### config.mk
export PLATFORM = sky130hd
export DESIGN_NAME = sram_fifo_ctrl
export DESIGN_NICKNAME = d
export VERILOG_FILES = /design/src/rtl/sram_fifo_ctrl.sv
export SDC_FILE = /design/constraint.sdc
export NUM_CORES = 1
export LEC_CHECK = 0
export CAP_MARGIN = 30
export CORE_ASPECT_RATIO = 1.4
export CORE_MARGIN = 3
export CORE_UTILIZATION = 30
export CTS_CLUSTER_SIZE = 14
export DETAILED_ROUTE_END_ITERATION = 10
export DONT_BUFFER_PORTS = 1
export PLACE_DENSITY_LB_ADDON = 0.1
export SLEW_MARGIN = 20
export SYNTH_ARGS = -nofsm -noshare
export SYNTH_HDL_FRONTEND = slang
export SYNTH_SLANG_ARGS = --single-unit
### constraint.sdc
create_clock -name clk -period 4.75 [get_ports clk]
set_input_delay 0.95 -clock clk [delete_from_list [all_inputs] [get_ports clk]]
set_output_delay 0.95 -clock clk [all_outputs]
set_load 0.05 [all_outputs]
### src/rtl/sram_fifo_ctrl.sv
// FIFO controller around an external single-port-write / async-read SRAM,
// with a registered output word giving RAM_DEPTH+1 words of capacity.
module sram_fifo_ctrl #(
    parameter int DATA_WIDTH = 16,
    parameter int ADDR_WIDTH = 8
) (
    input  logic                  clk,
    input  logic                  rst_n,
    input  logic                  flush,
    input  logic                  in_valid,
    output logic                  in_ready,
    input  logic [DATA_WIDTH-1:0] in_data,
    output logic                  out_valid,
    input  logic                  out_ready,
    output logic [DATA_WIDTH-1:0] out_data,
    output logic [ADDR_WIDTH-1:0] sram_addr_w,
    output logic [DATA_WIDTH-1:0] sram_data_w,
    output logic                  sram_we,
    output logic [ADDR_WIDTH-1:0] sram_addr_r,
    input  logic [DATA_WIDTH-1:0] sram_data_r,
    output logic [ADDR_WIDTH:0]   level,
    output logic                  full,
    output logic                  empty
);

    localparam int DEPTH = 1 << ADDR_WIDTH;
    localparam logic [ADDR_WIDTH+1:0] CAP = (ADDR_WIDTH+2)'(DEPTH);
    localparam logic [ADDR_WIDTH:0] FULL_LVL = (ADDR_WIDTH+1)'(DEPTH + 1);
    localparam logic [ADDR_WIDTH-1:0] PTR_ONE = (ADDR_WIDTH)'(1);

    logic [ADDR_WIDTH-1:0] wr_ptr;
    logic [ADDR_WIDTH-1:0] rd_ptr;
    logic [ADDR_WIDTH:0]   mem_used;
    logic [ADDR_WIDTH+1:0] occ;
    logic                  run;
    logic                  accept;
    logic                  load;

    // The pending write (sram_we high) already owns an SRAM slot.
    assign occ = {1'b0, mem_used} + (ADDR_WIDTH+2)'(sram_we);
    assign in_ready = run && !flush && (occ < CAP);
    assign accept = in_valid && in_ready;

    // Only committed words are read, so a read never races its own write.
    assign load = (mem_used != '0) && (!out_valid || out_ready);

    assign sram_addr_r = rd_ptr;
    assign level = mem_used
                 + (ADDR_WIDTH+1)'(sram_we)
                 + (ADDR_WIDTH+1)'(out_valid);
    assign full = (level == FULL_LVL);
    assign empty = (level == '0);

    always_ff @(posedge clk or negedge rst_n) begin
        if (!rst_n) begin
            run         <= 1'b0;
            wr_ptr      <= '0;
            rd_ptr      <= '0;
            mem_used    <= '0;
            sram_we     <= 1'b0;
            sram_addr_w <= '0;
            sram_data_w <= '0;
            out_valid   <= 1'b0;
            out_data    <= '0;
        end else if (flush) begin
            run       <= 1'b1;
            wr_ptr    <= '0;
            rd_ptr    <= '0;
            mem_used  <= '0;
            sram_we   <= 1'b0;
            out_valid <= 1'b0;
        end else begin
            run     <= 1'b1;
            sram_we <= accept;
            if (accept) begin
                sram_addr_w <= wr_ptr;
                sram_data_w <= in_data;
                wr_ptr      <= wr_ptr + PTR_ONE;
            end
            // The pending write commits as its sram_we cycle ends.
            mem_used <= mem_used
                      + (ADDR_WIDTH+1)'(sram_we)
                      - (ADDR_WIDTH+1)'(load);
            if (load) begin
                out_data  <= sram_data_r;
                out_valid <= 1'b1;
                rd_ptr    <= rd_ptr + PTR_ONE;
            end else if (out_ready) begin
                out_valid <= 1'b0;
            end
        end
    end

endmodule

==> After elaboration in Yosys (flattened, before gate mapping) <==
Cells that the tools add are included.
{ "totals": {"reg_bits": 68, "out_inout_bits": 62, "word_cells": 41} }
{ "classes": {"addsub": 6, "order_cmp": 1, "n_eq_ne": 1, "mux": 9, "bitwise": 1, "reduce_logical": 14} }
{ "op_table": {"columns": ["operator", "n"], "rows": [
  ["$mux 8", 4],
  ["$add 9x1->9", 2],
  ["$add 8x1->8 const B", 2],
  ["$add 9x1->10", 1],
  ["$lt 10x9->1 const B", 1],
  ["$eq 9x9->1 const B", 1],
  ["$logic_not 9->1", 1],
  ["$mux 9", 1],
  ["$reduce_bool 9->1", 1],
  ["$sub 9x1->9", 1],
  ["$logic_and 1x1->1", 4],
  ["$mux 1", 4],
  ["$reduce_and 2->1", 2],
  ["$reduce_bool 2->1", 2],
  ["$reduce_bool 3->1", 1],
  ["$logic_not 1->1", 2],
  ["$logic_or 1x1->1", 1],
  ["$not 1->1", 1]
]} }

==> Longest topological paths before layout <==
{ "logic_depth": {"word_depth": 6, "ltp_mapped": 12} }

==> Worst setup path after synthesis <==
OpenSTA, ideal clock, no wires.
{ "synth_path": {"kind": "register to output", "startpoint": "reg sram_we", "endpoint": "out full", "arrival_ns": 3.485, "t_required_ns": 3.800, "slack_ns": 0.315, "stages_incl_launch_ff": 9, "path_buffers": 0, "cell_sequence": "dfrtp_1 > ha_1 > ha_1 > ha_1 > nor4bb_1 > a31oi_1 > nand4b_1 > xor2_1 > and3_1"} }
{ "synth_between": {"elab_chain_cells": 3} }
{ "synth_lines": {"columns": ["element", "line_no", "rtl"], "rows": [
  ["from (decl)", "18", "output logic sram_we,"],
  ["from (signal assigned)", "74", "sram_we <= accept;"],
  ["$add 9x1->9", "49", "+ (ADDR_WIDTH+1)'(sram_we)"],
  ["$add 9x1->9", "50", "+ (ADDR_WIDTH+1)'(out_valid);"],
  ["via level[8]", "21", "output logic [ADDR_WIDTH:0] level,"],
  ["$eq 9x9->1", "51", "assign full = (level == FULL_LVL);"],
  ["to (decl)", "22", "output logic full,"]
]} }
The timed path passes the listed nets, and every way through them passes these cells.

==> Final worst setup path <==
{ "layout_path": {"startpoint": "reg sram_we", "endpoint": "out empty"} }
{ "layout_between": {"elab_chain_cells": 3} }
{ "layout_lines": {"columns": ["element", "line_no", "rtl"], "rows": [
  ["$add 9x1->9", "49", null],
  ["$add 9x1->9", "50", null],
  ["$logic_not 9->1", "52", "assign empty = (level == '0);"],
  ["to (decl)", "23", "output logic empty"]
]} }
No other way between the ends.

==> run_results.csv <==
group,metric,value,unit
setup_path,rrSetupSlack,1770,ps
setup_path,cp.arrival,3120,ps
status,status,"completed",
sta,fin_crit_sh,85.7,%
die,dieArea,12800,um2
setup_path,critPathLaunchType,"flip-flop",
detailed_routing,drtAntennaViolNets,0,
clock_network,path_clk_slew,60,ps
logic_synthesis,seq_area_frac_synth,49.3,%
detailed_routing,drt-met1-wl,3.05,mm
logic_synthesis,synthCells,294,
placed_design,place_hpwl,5.41,mm
clock_network,cts_tree,"done",
detailed_routing,via_per_inst,4.86,
layout,final_area,3930,um2
clock_network,cts.sinks,68,
placed_design,placed_cell_area,3630,um2
layout,layout_common_cells,"dfrtp_1, nor2_1, mux2_2",
sta,tightest_slew,659,ps
detailed_routing,wl_per_cell,16.8,um
setup_path,cp-end-kind,"output pin",
pwr,static-leakage-power,0.00169,uW
placed_design,globalplace.congestion,0.819,
die,die_w,96.7,um
setup_path,required,3800,ps
detailed_routing,vias,2183,
layout,final_common_cell,"dfrtp_1",
clock_network,insertion_delay,320,ps
die,num_rows,45,
detailed_routing,top_layer_used,"met4",
sta,hold_violations,0,
detailed_routing,drc,0,
grt,antenna_found_initial,0,
clock_network,cts_root_buf,"clkbuf_16",
clock_network,ctsHtreeMaxLevel,3,
clock_network,cts-resized-gates,0,
layout,stdcell_count,449,
grt,grt_max_degree,69,
flow_run,drv_cap,0,
sta,fin_crit,4070,ps
detailed_routing,route.met2.wl,3.84,mm
grt,grt.total_usage,12.1,%
sta,fmaxAchievable,246,MHz
setup_path,path_class,"flip-flop to output pin",
logic_synthesis,postSynthAreaPerCell,11.7,um2
setup_path,crit_fanout,10,
placed_design,dp.cells,433,
clock_network,clockBufferDepth,2,
sta,rsz0062_at_grt,"no",
pwr,peakVddDrop,0.000367,V
logic_synthesis,synth.distinct_cells,49,
placed_design,numPortBuffers,0,
grt,grt_pass1_vias,2325,
sta,drv_slew,0,
layout,antenna_cells,0,
grt,grt_overflow_total,0,
detailed_routing,wirelength,7.55,mm
logic_synthesis,synth-edff-count,0,
detailed_routing,dr.pass1.iters,4,
clock_network,cts_hold_buffers,0,
logic_synthesis,yosys_most_used_dff,"dfrtp_1",
min_path,hold_path_class,"input port to async pin",
logic_synthesis,syn_area,3450,um2
logic_synthesis,ys_ff_latch,68,
die,ios,99,
die,die_y,133,um
die,start_util,31.3,%
detailed_routing,drt-initial-drc-count,70,
sta,slew_headroom,55.1,%
layout,final_layout_size_suffix_gt1_share,25.0,%
grt,grt_pass1_wl,12.5,mm
layout,areaGrowthSynthToFinish,13.9,%
die,core_area,11000,um2
clock_network,cts_setup_buffers,0,
detailed_routing,wl_met3,540,um
sta,finClkSkew,4.95,ps
logic_synthesis,yosysWarnings,0,
clock_network,cts_made_buffers,9,
pwr,p_per_area,747,nW/um2
layout,nets,348,
logic_synthesis,syn-num-nets,339,
sta,finalSetupViolCount,0,
logic_synthesis,synthArstFlopShare,100,%
sta,finalSetupTns,0,ps
-- sequential cells by signal, indices dropped and copies added (netlist names) --
name / count
mem_used: 9
sram_addr_r: 8
run: 1
out_valid: 1
wr_ptr: 8
out_data: 16
sram_we: 1
sram_addr_w: 8
sram_data_w: 16
-- final cells by class --
class | count | area (um2)
fill | 1157 | 7100
multi-input combinational | 206 | 1620
sequential | 68 | 1700
inverter | 6 | 25.0
clock buffer | 12 | 256
timing repair buffer | 12 | 103
tap | 141 | 176
clock inverter | 4 | 47.5
-- metal layers --
layer,global-route usage [%],up-vias
li1,-,1036
met1,14.0,1059
met2,20.4,81
met3,4.06,7
met4,5.31,0
met5,0,-
-- metrics by stage --
stage / util, % / power (uW) / setup WS (ps) / hold slack, ps
floorplan: - / 2090 / 315 / 502
global placement: 32.9 / 2300 / 1070 / 525
detailed placement: 32.9 / 2290 / 964 / 532
CTS: 35.6 / 2980 / 586 / 305
global route: 35.6 / 3110 / 367 / 300
finish: 35.6 / 2940 / 678 / 319
-- power by group --
group | switching, uW | internal, uW
Combinational | 492 | 393
Clock | 238 | 433
Sequential | 645 | 735
-- cells in the mapped netlist (4+ instances only) --
cell,instances,area [um2]
xor2_1,12,105
a31oi_1,4,25.0
nor2_1,26,97.6
nor3_1,4,20.0
or3_1,4,25.0
nor2b_1,4,25.0
mux2_2,23,259
inv_1,5,18.8
nand3_1,11,55.1
buf_2,5,25.0
and3_1,4,25.0
o21ai_0,11,55.1
nand2_1,18,67.6
a21oi_1,9,45.0
dfrtp_1,68,1700
buf_6,5,56.3
nand4_1,7,43.8
xnor2_1,15,131
ha_1,8,100
mux2_4,15,225
-- critical path, stage by stage (launching register included) --
cell and delay [ps]:
dfrtp_1 380, ha_1 260, ha_1 320, xnor2_1 470
nor2_1 180, xor2_1 170, buf_4 210, nor3_1 190
o311a_1 220, nor3b_2 160, buf_4 220
-- final timing paths --
path                                       startpoint                          end  cells after the start
worst max-delay path                sram_we$_DFF_PN0_                        empty                     10
worst min-delay path                            rst_n      out_data[6]$_DFFE_PN0P_                      0
worst max register to register  mem_used[0]$_DFF_PN0_  sram_data_w[12]$_DFFE_PN0P_                      7
worst min register to register  wr_ptr[5]$_DFFE_PN0P_        wr_ptr[5]$_DFFE_PN0P_                      2
max in group asynchronous                       rst_n        mem_used[5]$_DFF_PN0_                      0
min in group clk                wr_ptr[5]$_DFFE_PN0P_        wr_ptr[5]$_DFFE_PN0P_                      2
-- cells by family after synthesis --
logic type / after synthesis / share of synthesized area [%]
flip-flops: 68 / 49.3
AO/OA/AOI/OAI: 29 / 5.07
buffers and inverters: 20 / 3.73
adder cells (fa/ha/maj): 8 / 2.90
other: 1 / 0.109
XOR/XNOR: 29 / 7.79
AND/OR/NAND/NOR: 98 / 15.8
multiplexers: 41 / 15.3
(Power assumes the default switching activity.)
